## src/rtl/rst_sequencer.sv

```systemverilog
// ---------------------------------------------------------------------------
// rst_sequencer
//
// Purpose: takes the synchronous reset from the reset bridge and releases N
// downstream reset domains one after another. Release only starts once the
// PLL has reported lock. Loss of lock, or a software request, re-runs the
// whole sequence. The sequencer also reports why the last sequence started.
//
// Ports:
//   i_clk        clock
//   i_rst        synchronous active-high reset from the reset bridge
//   i_pll_lock   asynchronous PLL lock, synchronised here with two flops
//   i_sw_rst     single-cycle software re-sequence request (i_clk domain)
//   o_rst_stage  per-stage active-high reset; bit 0 is released first
//   o_ready      high once every stage is released and the FSM is in RUN
//   o_cause      cause of the last sequence start:
//                0 = i_rst, 1 = lock loss, 2 = software request
//
// Build option:
//   RST_SEQ_LOCK_FILTER_EN  when defined, synced lock must be low for
//                           LOCK_FILTER consecutive cycles before RELEASE/RUN
//                           treat it as lock loss. Undefined: one low cycle
//                           is enough.
// ---------------------------------------------------------------------------
module rst_sequencer #(
   parameter int unsigned N_STAGES    = 3,
   parameter int unsigned HOLD_CYCLES = 16,
   parameter int unsigned STAGE_GAP   = 8,
   parameter int unsigned LOCK_FILTER = 4
) (
   input  logic                i_clk,
   input  logic                i_rst,
   input  logic                i_pll_lock,
   input  logic                i_sw_rst,
   output logic [N_STAGES-1:0] o_rst_stage,
   output logic                o_ready,
   output logic [1:0]          o_cause
);

   localparam int HOLD_W = $clog2(HOLD_CYCLES) + 1;
   localparam int GAP_W  = $clog2(STAGE_GAP) + 1;
   localparam int IDX_W  = $clog2(N_STAGES) + 1;

   localparam logic [1:0] ST_ASSERT    = 2'd0;
   localparam logic [1:0] ST_WAIT_LOCK = 2'd1;
   localparam logic [1:0] ST_RELEASE   = 2'd2;
   localparam logic [1:0] ST_RUN       = 2'd3;

   localparam logic [1:0] CAUSE_RST  = 2'd0;
   localparam logic [1:0] CAUSE_LOCK = 2'd1;
   localparam logic [1:0] CAUSE_SW   = 2'd2;

   localparam logic [N_STAGES-1:0] ALL_ASSERTED = {N_STAGES{1'b1}};

   if (N_STAGES < 1 || N_STAGES > 8 || HOLD_CYCLES < 1 || STAGE_GAP < 1 ||
       LOCK_FILTER < 1) begin : g_bad_params
      $error("rst_sequencer: parameter out of range");
   end

   logic                lk_s1_q, lk_s2_q;
   logic                lock_lost;
   logic [1:0]          state_q, state_d;
   logic [HOLD_W-1:0]   hold_q, hold_d;
   logic [GAP_W-1:0]    gap_q, gap_d;
   logic [IDX_W-1:0]    idx_q, idx_d;
   logic [N_STAGES-1:0] mask_q, mask_d;
   logic [1:0]          cause_q, cause_d;
   logic [N_STAGES-1:0] o_rst_stage_q;
   logic                o_ready_q;
   logic [1:0]          o_cause_q;

   // Two-flop synchroniser for the asynchronous lock input.
   always_ff @(posedge i_clk) begin
      if (i_rst) begin
         lk_s1_q <= 1'b0;
         lk_s2_q <= 1'b0;
      end else begin
         lk_s1_q <= i_pll_lock;
         lk_s2_q <= lk_s1_q;
      end
   end

`ifdef RST_SEQ_LOCK_FILTER_EN
   localparam int FLT_W = $clog2(LOCK_FILTER) + 1;

   logic [FLT_W-1:0] flt_q, flt_d;

   // Counts consecutive low cycles of synced lock, saturating at LOCK_FILTER.
   always_comb begin
      flt_d = flt_q;
      if (lk_s2_q) begin
         flt_d = '0;
      end else if (flt_q != FLT_W'(LOCK_FILTER)) begin
         flt_d = flt_q + FLT_W'(1);
      end
   end

   always_ff @(posedge i_clk) begin
      if (i_rst) begin
         flt_q <= '0;
      end else begin
         flt_q <= flt_d;
      end
   end

   // flt_q holds the earlier low cycles, so this cycle is the LOCK_FILTER-th.
   assign lock_lost = !lk_s2_q && (flt_q >= FLT_W'(LOCK_FILTER - 1));
`else
   assign lock_lost = !lk_s2_q;
`endif

   always_comb begin
      state_d = state_q;
      hold_d  = hold_q;
      gap_d   = gap_q;
      idx_d   = idx_q;
      mask_d  = mask_q;
      cause_d = cause_q;

      case (state_q)
         ST_ASSERT: begin
            mask_d = ALL_ASSERTED;
            if (hold_q == HOLD_W'(HOLD_CYCLES - 1)) begin
               state_d = ST_WAIT_LOCK;
               hold_d  = '0;
            end else begin
               hold_d = hold_q + HOLD_W'(1);
            end
         end
         ST_WAIT_LOCK: begin
            mask_d = ALL_ASSERTED;
            if (lk_s2_q) begin
               state_d = ST_RELEASE;
               gap_d   = '0;
               idx_d   = '0;
            end
         end
         ST_RELEASE: begin
            if (gap_q == GAP_W'(STAGE_GAP - 1)) begin
               gap_d = '0;
               idx_d = idx_q + IDX_W'(1);
               for (int k = 0; k < N_STAGES; k++) begin
                  if (idx_q == IDX_W'(k)) begin
                     mask_d[k] = 1'b0;
                  end
               end
               if (idx_q == IDX_W'(N_STAGES - 1)) begin
                  state_d = ST_RUN;
               end
            end else begin
               gap_d = gap_q + GAP_W'(1);
            end
         end
         ST_RUN: begin
            mask_d = '0;
         end
         default: begin
            state_d = ST_ASSERT;
            hold_d  = '0;
            mask_d  = ALL_ASSERTED;
         end
      endcase

      // Lock loss only matters once release has begun.
      if (lock_lost && (state_q == ST_RELEASE || state_q == ST_RUN)) begin
         state_d = ST_ASSERT;
         hold_d  = '0;
         mask_d  = ALL_ASSERTED;
         cause_d = CAUSE_LOCK;
      end

      // Software request is applied last so it wins over a same-cycle lock loss.
      if (i_sw_rst) begin
         state_d = ST_ASSERT;
         hold_d  = '0;
         mask_d  = ALL_ASSERTED;
         cause_d = CAUSE_SW;
      end
   end

   always_ff @(posedge i_clk) begin
      if (i_rst) begin
         state_q <= ST_ASSERT;
         hold_q  <= '0;
         gap_q   <= '0;
         idx_q   <= '0;
         mask_q  <= ALL_ASSERTED;
         cause_q <= CAUSE_RST;
      end else begin
         state_q <= state_d;
         hold_q  <= hold_d;
         gap_q   <= gap_d;
         idx_q   <= idx_d;
         mask_q  <= mask_d;
         cause_q <= cause_d;
      end
   end

   // Output register stage: outputs follow the FSM by one cycle. Ready waits
   // until the registered stage vector has itself reached all-released, so it
   // rises one cycle after the last stage output clears.
   always_ff @(posedge i_clk) begin
      if (i_rst) begin
         o_rst_stage_q <= ALL_ASSERTED;
         o_ready_q     <= 1'b0;
         o_cause_q     <= CAUSE_RST;
      end else begin
         o_rst_stage_q <= mask_q;
         o_ready_q     <= (state_q == ST_RUN) && (o_rst_stage_q == '0);
         o_cause_q     <= cause_q;
      end
   end

   assign o_rst_stage = o_rst_stage_q;
   assign o_ready     = o_ready_q;
   assign o_cause     = o_cause_q;

endmodule

```

## config.mk

```make
export PLATFORM = sky130hd
export DESIGN_NAME = rst_sequencer
export DESIGN_NICKNAME = d
export VERILOG_FILES = /design/src/rtl/rst_sequencer.sv
export SDC_FILE = /design/constraint.sdc
export NUM_CORES = 1
export LEC_CHECK = 0
export BUFFER_PORTS_ARGS = -buffer_cell sky130_fd_sc_hd__buf_2
export CAP_MARGIN = 20
export CORE_ASPECT_RATIO = 1.2
export CORE_MARGIN = 3
export CORE_UTILIZATION = 60
export DETAILED_ROUTE_END_ITERATION = 8
export GPL_ROUTABILITY_DRIVEN = 1
export PLACE_DENSITY_LB_ADDON = 0.15
export SYNTH_ARGS = -nofsm -noshare
export SYNTH_HDL_FRONTEND = slang
export SYNTH_SLANG_ARGS = --single-unit
```

## constraint.sdc

```tcl
create_clock -name i_clk -period 3.6 [get_ports i_clk]
set_clock_uncertainty 0.1 [all_clocks]
set_input_delay 0.54 -clock i_clk [delete_from_list [all_inputs] [get_ports i_clk]]
set_output_delay 0.54 -clock i_clk [all_outputs]
set_load 0.05 [all_outputs]
```

==> flow_summary.yaml, run 1 <==
clock_tree:
  cts_setup_buffers: 0
  cts.sinks: 27
  clockBufferDepth: 2
  cts_tree: "built"
  ctsResizeCount: 0
  cts_root_buf: "clkbuf_4"
  htree_levels: 1
  clk_pin_slew_ps: 130
  ctsHoldBuffers: 0
  clock_latency_ps: 320
  cts_made_buffers: 3
yosys:
  ys_top_cells_by_count: "27 x dfxtp_1, 11 x nor2_1, 10 x ha_1, 8 x a21oi_1, 8 x nand2_1"
  synthesis.nets: 142
  synth-main-ff-cell: "dfxtp_1"
  ys_ff_latch: 27
  synth_cell_types: 35
  yosysWarnings: 0
  synth_edf_count: 0
  async_flop_share: 0
  synth_most_common_cell: "dfxtp_1"
  ys_seq_area_frac: 0.4519
  avgSynthCellArea_sq_um: 9.345
  synthDominantCellAreaShare: 0.4519
  synth_top_cell_by_area: "dfxtp_1"
  synth_top_cells_by_area: "dfxtp_1 45%, ha_1 10%, nor2_1 3.5%, a21oi_1 3.3%, nor2b_1 3.1%"
  synth_area_sq_um: 1196
  syn_inst: 128
pwr:
  total_power_w: 0.0004443
  leakagePower_nw: 0.4943
  ir_drop_mv: 0.3055
  power_density_nw_per_um2: 351.6
worst_setup_path:
  cp-start-kind: "flip-flop"
  critPathArrivalTime_ps: 2390
  criticalPathCategory: "flip-flop to flip-flop"
  worstPathRequired_ps: 3780
  worstPathMaxFanout: 9
  r2r_slack_ps: 1390
  cp-end-kind: "flip-flop"
sta:
  relSlewSlack: 0.7113
  setup_viol: 0
  timing.fmax_mhz: 452.3
  setup_tns_ps: 0
  min_period_over_period: 0.6141
  worst_pin_slew_ps: 427.3
  hold_viol_final: 0
  drv_slew: 0
  fin_crit_ps: 2211
  hold_ws_ps: 316.2
  rsz0062_at_grt: "no"
drt:
  vias: 923
  drtIter0Drc: 8
  dr_wl_met3_microns: 69
  firstDrtPassIters: 4
  ant_nets: 0
  drc: 0
  wl_met1_microns: 941
  met2WireLength_microns: 999
  maxUsedRoutingLayer: "met4"
  vias_per_cell: 5.955
  wl_mm: 2.058
  wl_per_cell_microns: 13.28
floorplanning:
  start_util: 0.6390
  fp.coreArea_sq_um: 1872
  dieArea_sq_um: 2568
  die_x_microns: 46.76
  ioPinCount: 10
  die_y_microns: 54.91
  num_rows: 17
global_routing:
  grt_start_max_net_pins: 20
  grt_antenna_before_repair: 0
  grt_pass1_wl_mm: 3.532
  grt_pass1_vias: 883
  grt-ovfl-total: 0
  track_usage: 0.1904
outcome:
  outcome: "complete, no violations"
final_layout:
  syn2layout_area_growth_pct: 5.648
  stdcell_area_sq_um: 1264
  postLayoutCoreUtil: 0.6751
  nNetsFinal: 151
  drive_above_1_share: 0.1250
  diodes: 0
min_path:
  hp-class: "flip-flop to flip-flop"
run:
  max_cap_violations: 0
placed_design:
  routabilityCongestion: 0.7666
  numPortBuffers: 9
  hpwlAfterDp_mm: 1.555
  placedInstanceArea_sq_um: 1237
worst max-delay path: stages, from the launching register on:
cell	delay [ps]
dfxtp_1	410
inv_1	90
ha_1	300
o21ba_1	250
or3_1	410
or4_1	530
nand2_1	70
per-layer routing:
| layer | GRT usage | vias up |
|---|---|---|
| met5 | 0 | - |
| met4 | 0.09677 | 0 |
| met3 | 0.03883 | 6 |
| met2 | 0.3303 | 18 |
| met1 | 0.2158 | 435 |
| li1 | - | 464 |
final cells by class:
cell class / count / area (sq um)
Clock buffer: 4 / 26.28
Fill cell: 154 / 608.1
Inverter: 7 / 26.28
Multi-Input combinational cell: 89 / 601.8
Sequential cell: 27 / 540.5
Tap cell: 19 / 23.77
Timing Repair Buffer: 9 / 45.04
registers in the layout (all words and copies together) (netlist names):
name	count
gap_q	4
mask_q	3
o_ready	1
hold_q	5
o_rst_stage	3
o_cause	2
state_q	2
cause_q	2
lk_s1_q	1
idx_q	3
lk_s2_q	1
report_power, final:
group          switching (W)  internal (W)
registers         0.00000214      0.000302
logic             0.00000921    0.00000532
clock network      0.0000819     0.0000434
total              0.0000933      0.000351
through the flow:
stage / std cells / setup WS, ps
after floorplan: 128 / 1526
after global placement: 151 / 1514
after detailed placement: 151 / 1439
after CTS: 155 / 1393
after global routing: 155 / 1262
final: 155 / 1389
cell families after synthesis:
kind of cell	count (synthesis)	share of synthesized area
AOI/OAI and AO/OA	24	0.1339
xor gates and xnor gates	1	0.007324
adders and majority gates	10	0.1046
buffers and inverters	12	0.04498
DFF	27	0.4519
muxes	3	0.02511
and+or+nand+nor	51	0.2322
path summary, 6_finish.rpt:
kind | startpoint | depth (start not counted) | end
max | state_q[0]$_SDFFE_PP0P_ | 6 | state_q[1]$_SDFFE_PP0P_
min | o_rst_stage[0]$_SDFF_PP1_ | 1 | o_ready$_SDFF_PP0_
min reg2reg | o_rst_stage[0]$_SDFF_PP1_ | 1 | o_ready$_SDFF_PP0_
max reg2reg | state_q[0]$_SDFFE_PP0P_ | 6 | state_q[1]$_SDFFE_PP0P_
cell usage in the layout (no fill, tap or decap), drive strengths merged, types with 3 or more instances in the layout:
cell type  instances
dfxtp             27
nor2              11
ha                10
buf                9
a21oi              8
nand2              8
inv                7
nor2b              6
nor3               4
clkbuf             4
nand4b             3
nand3              3
mux2i              3
o21ai              3
or2                3
nand2b             3
Power figures use the tool's default switching activity.
==> run 2: changes to the inputs <==
CORE_UTILIZATION = 51   (was 60)
clock period = 1.9 ns   (was 3.6 ns; I/O delays follow)
==> run 2 against run 1 <==
  * Utilization is 4.4 points lower
  * Maximum frequency is 20% higher
  * Combinational power is 110% higher
  * Sequential power is 90% higher
  * Critical path type unchanged
  * Highest routed layer unchanged
==> flow_summary.yaml, run 2 (same netlist as run 1, synthesis figures left out) <==
worst_setup_path:
  criticalPathCategory: "flip-flop to flip-flop"
  worstReg2RegEnd: "state_q[1]$_SDFFE_PP0P_"
  critPathArrivalTime_ps: 2000
  worstPathRequired_ps: 2060
  cp-end-kind: "flip-flop"
  worstPathMaxFanout: 4
  cp-start-kind: "flip-flop"
  worst-r2r-cell-count: 5
  regToRegStartpoint: "hold_q[1]$_SDFFE_PP0P_"
  crit_path_start: "hold_q[1]$_SDFFE_PP0P_"
  r2r_slack_ps: 70
drt:
  wl_mm: 2.122
  vias: 913
  wl_per_cell_microns: 12.20
  firstDrtPassIters: 4
  ant_nets: 0
  drc: 0
  vias_per_cell: 5.247
  drtIter0Drc: 9
outcome:
  outcome: "complete, no violations"
final_layout:
  diodes: 0
  nFillCells: 188
  largest_reg_flops: 5
  final_cell_mix: "23 x dfxtp_1, 11 x nor2_1, 9 x ha_1, 9 x buf_2"
  nNetsFinal: 159
  multi_input_area_sq_um: 610.6
  layout_commonest_cell: "dfxtp_1"
  regArea_sq_um: 545.5
  drive_above_1_share: 0.2222
  reg_top3: "hold_q (5), gap_q (4)"
  fin_cells: 174
  syn2layout_area_growth_pct: 12.97
  regMostFlops: "hold_q"
clock_tree:
  clk_pin_slew_ps: 130
  cts_setup_buffers: 0
  cts_tree: "built"
  clock_latency_ps: 310
  ctsHoldBuffers: 0
  cts_made_buffers: 3
  htree_levels: 1
  cts_root_buf: "clkbuf_4"
  cts.sinks: 27
  clockBufferDepth: 2
global_routing:
  grt_pass1_wl_mm: 3.594
  grt_pass1_vias: 838
  grt_antenna_before_repair: 0
  grt_start_max_net_pins: 20
  track_usage: 0.1647
  grt-ovfl-total: 0
floorplanning:
  start_util: 0.5591
  num_rows: 18
  dieArea_sq_um: 2965
  fp.coreArea_sq_um: 2140
  die_x_microns: 50.21
  ioPinCount: 10
  die_y_microns: 59.05
sta:
  fin_crit_ps: 1835
  finalWorstSetupSlack_ps: 65.20
  hold_ws_ps: 75.53
  drv_slew: 0
  hold_viol_final: 0
  timing.fmax_mhz: 545.0
  rsz0062_at_grt: "no"
  setup_tns_ps: 0
  min_period_over_period: 0.9657
  worst_pin_slew_ps: 314.4
  relSlewSlack: 0.7844
  setup_viol: 0
placed_design:
  post-place-ws_ps: 21.97
  numPortBuffers: 9
  place_inst: 170
  hpwlAfterDp_mm: 1.633
  routabilityCongestion: 0.7765
pwr:
  power_density_nw_per_um2: 619.8
  ir_drop_mv: 0.5387
  leakagePower_nw: 0.5328
min_path:
  hp-class: "primary input to flip-flop"
  min_from: "i_sw_rst"
  min_to: "cause_q[0]$_SDFFE_PP0P_"
  whs_path_depth: 2
run:
  max_cap_violations: 0
[run 2: changes by cell type in the layout (fill, tap and decap cells not counted), sizes merged]
cell,previous run,this run
buf,9,17
[run 2: critical path, cell delays in order (launching register included)]
cell	delay [ps]
dfxtp_1	390
ha_1	200
nand4b_1	150
a211o_1	370
or4_1	510
nand2_1	70
[run 2: where the power goes]
group,switching [W],internal [W],leakage [nW]
Combinational,0.0000179,0.0000128,0.297
Sequential,0.00000420,0.000573,0.221
Clock,0.000148,0.0000821,0.0150
Total,0.000170,0.000668,0.533
[run 2: how the worst max path moves through the flow]
stage / slack, ps / depth (start not counted) / to
finish: 70 / 5 / state_q[1]$_SDFFE_PP0P_
global route: 10 / 6 / state_q[1]$_SDFFE_PP0P_
CTS: 30 / 6 / state_q[1]$_SDFFE_PP0P_
detailed placement: 20 / 6 / state_q[1]$_SDFFE_PP0P_
global placement: 120 / 6 / state_q[1]$_SDFFE_PP0P_
floorplan: 20 / 8 / state_q[1]$_SDFFE_PP0P_
[run 2: final cells by class]
cell class	instances	area share
flip-flops and latches	27	0.4037
multi-input cells	89	0.4519
inverters	7	0.01944
repair buffers	17	0.07778
clock buffers	4	0.01944
well taps	30	0.02778
[run 2: what timing repair did]
| action | CTS | global route |
|---|---|---|
| resized for setup | 1 | 2 |
| hold endpoints to repair | 0 | 0 |
| endpoints found under the setup margin | 1 | 1 |
| pin swaps | 0 | 1 |
[run 2: metal layers]
metal,part of all wire,up-vias,track usage,wire length [microns]
li1,-,480,-,-
met1,0.45,412,0.1825,954
met3,0.035,4,0.04030,74
met5,0,-,0,0
met2,0.49,17,0.2761,1035
met4,0.027,0,0.1146,57
[run 2: per-stage QoR]
stage / cell area (sq um) / power [W] / utilization
finish: 1351 / 0.0008375 / 0.6316
global route: 1351 / 0.0008822 / 0.6316
CTS: 1349 / 0.0008545 / 0.6304
detailed placement: 1321 / 0.0006207 / 0.6175
global placement: 1321 / 0.0006200 / 0.6175
floorplan: 1206 / 0.0006099 / -
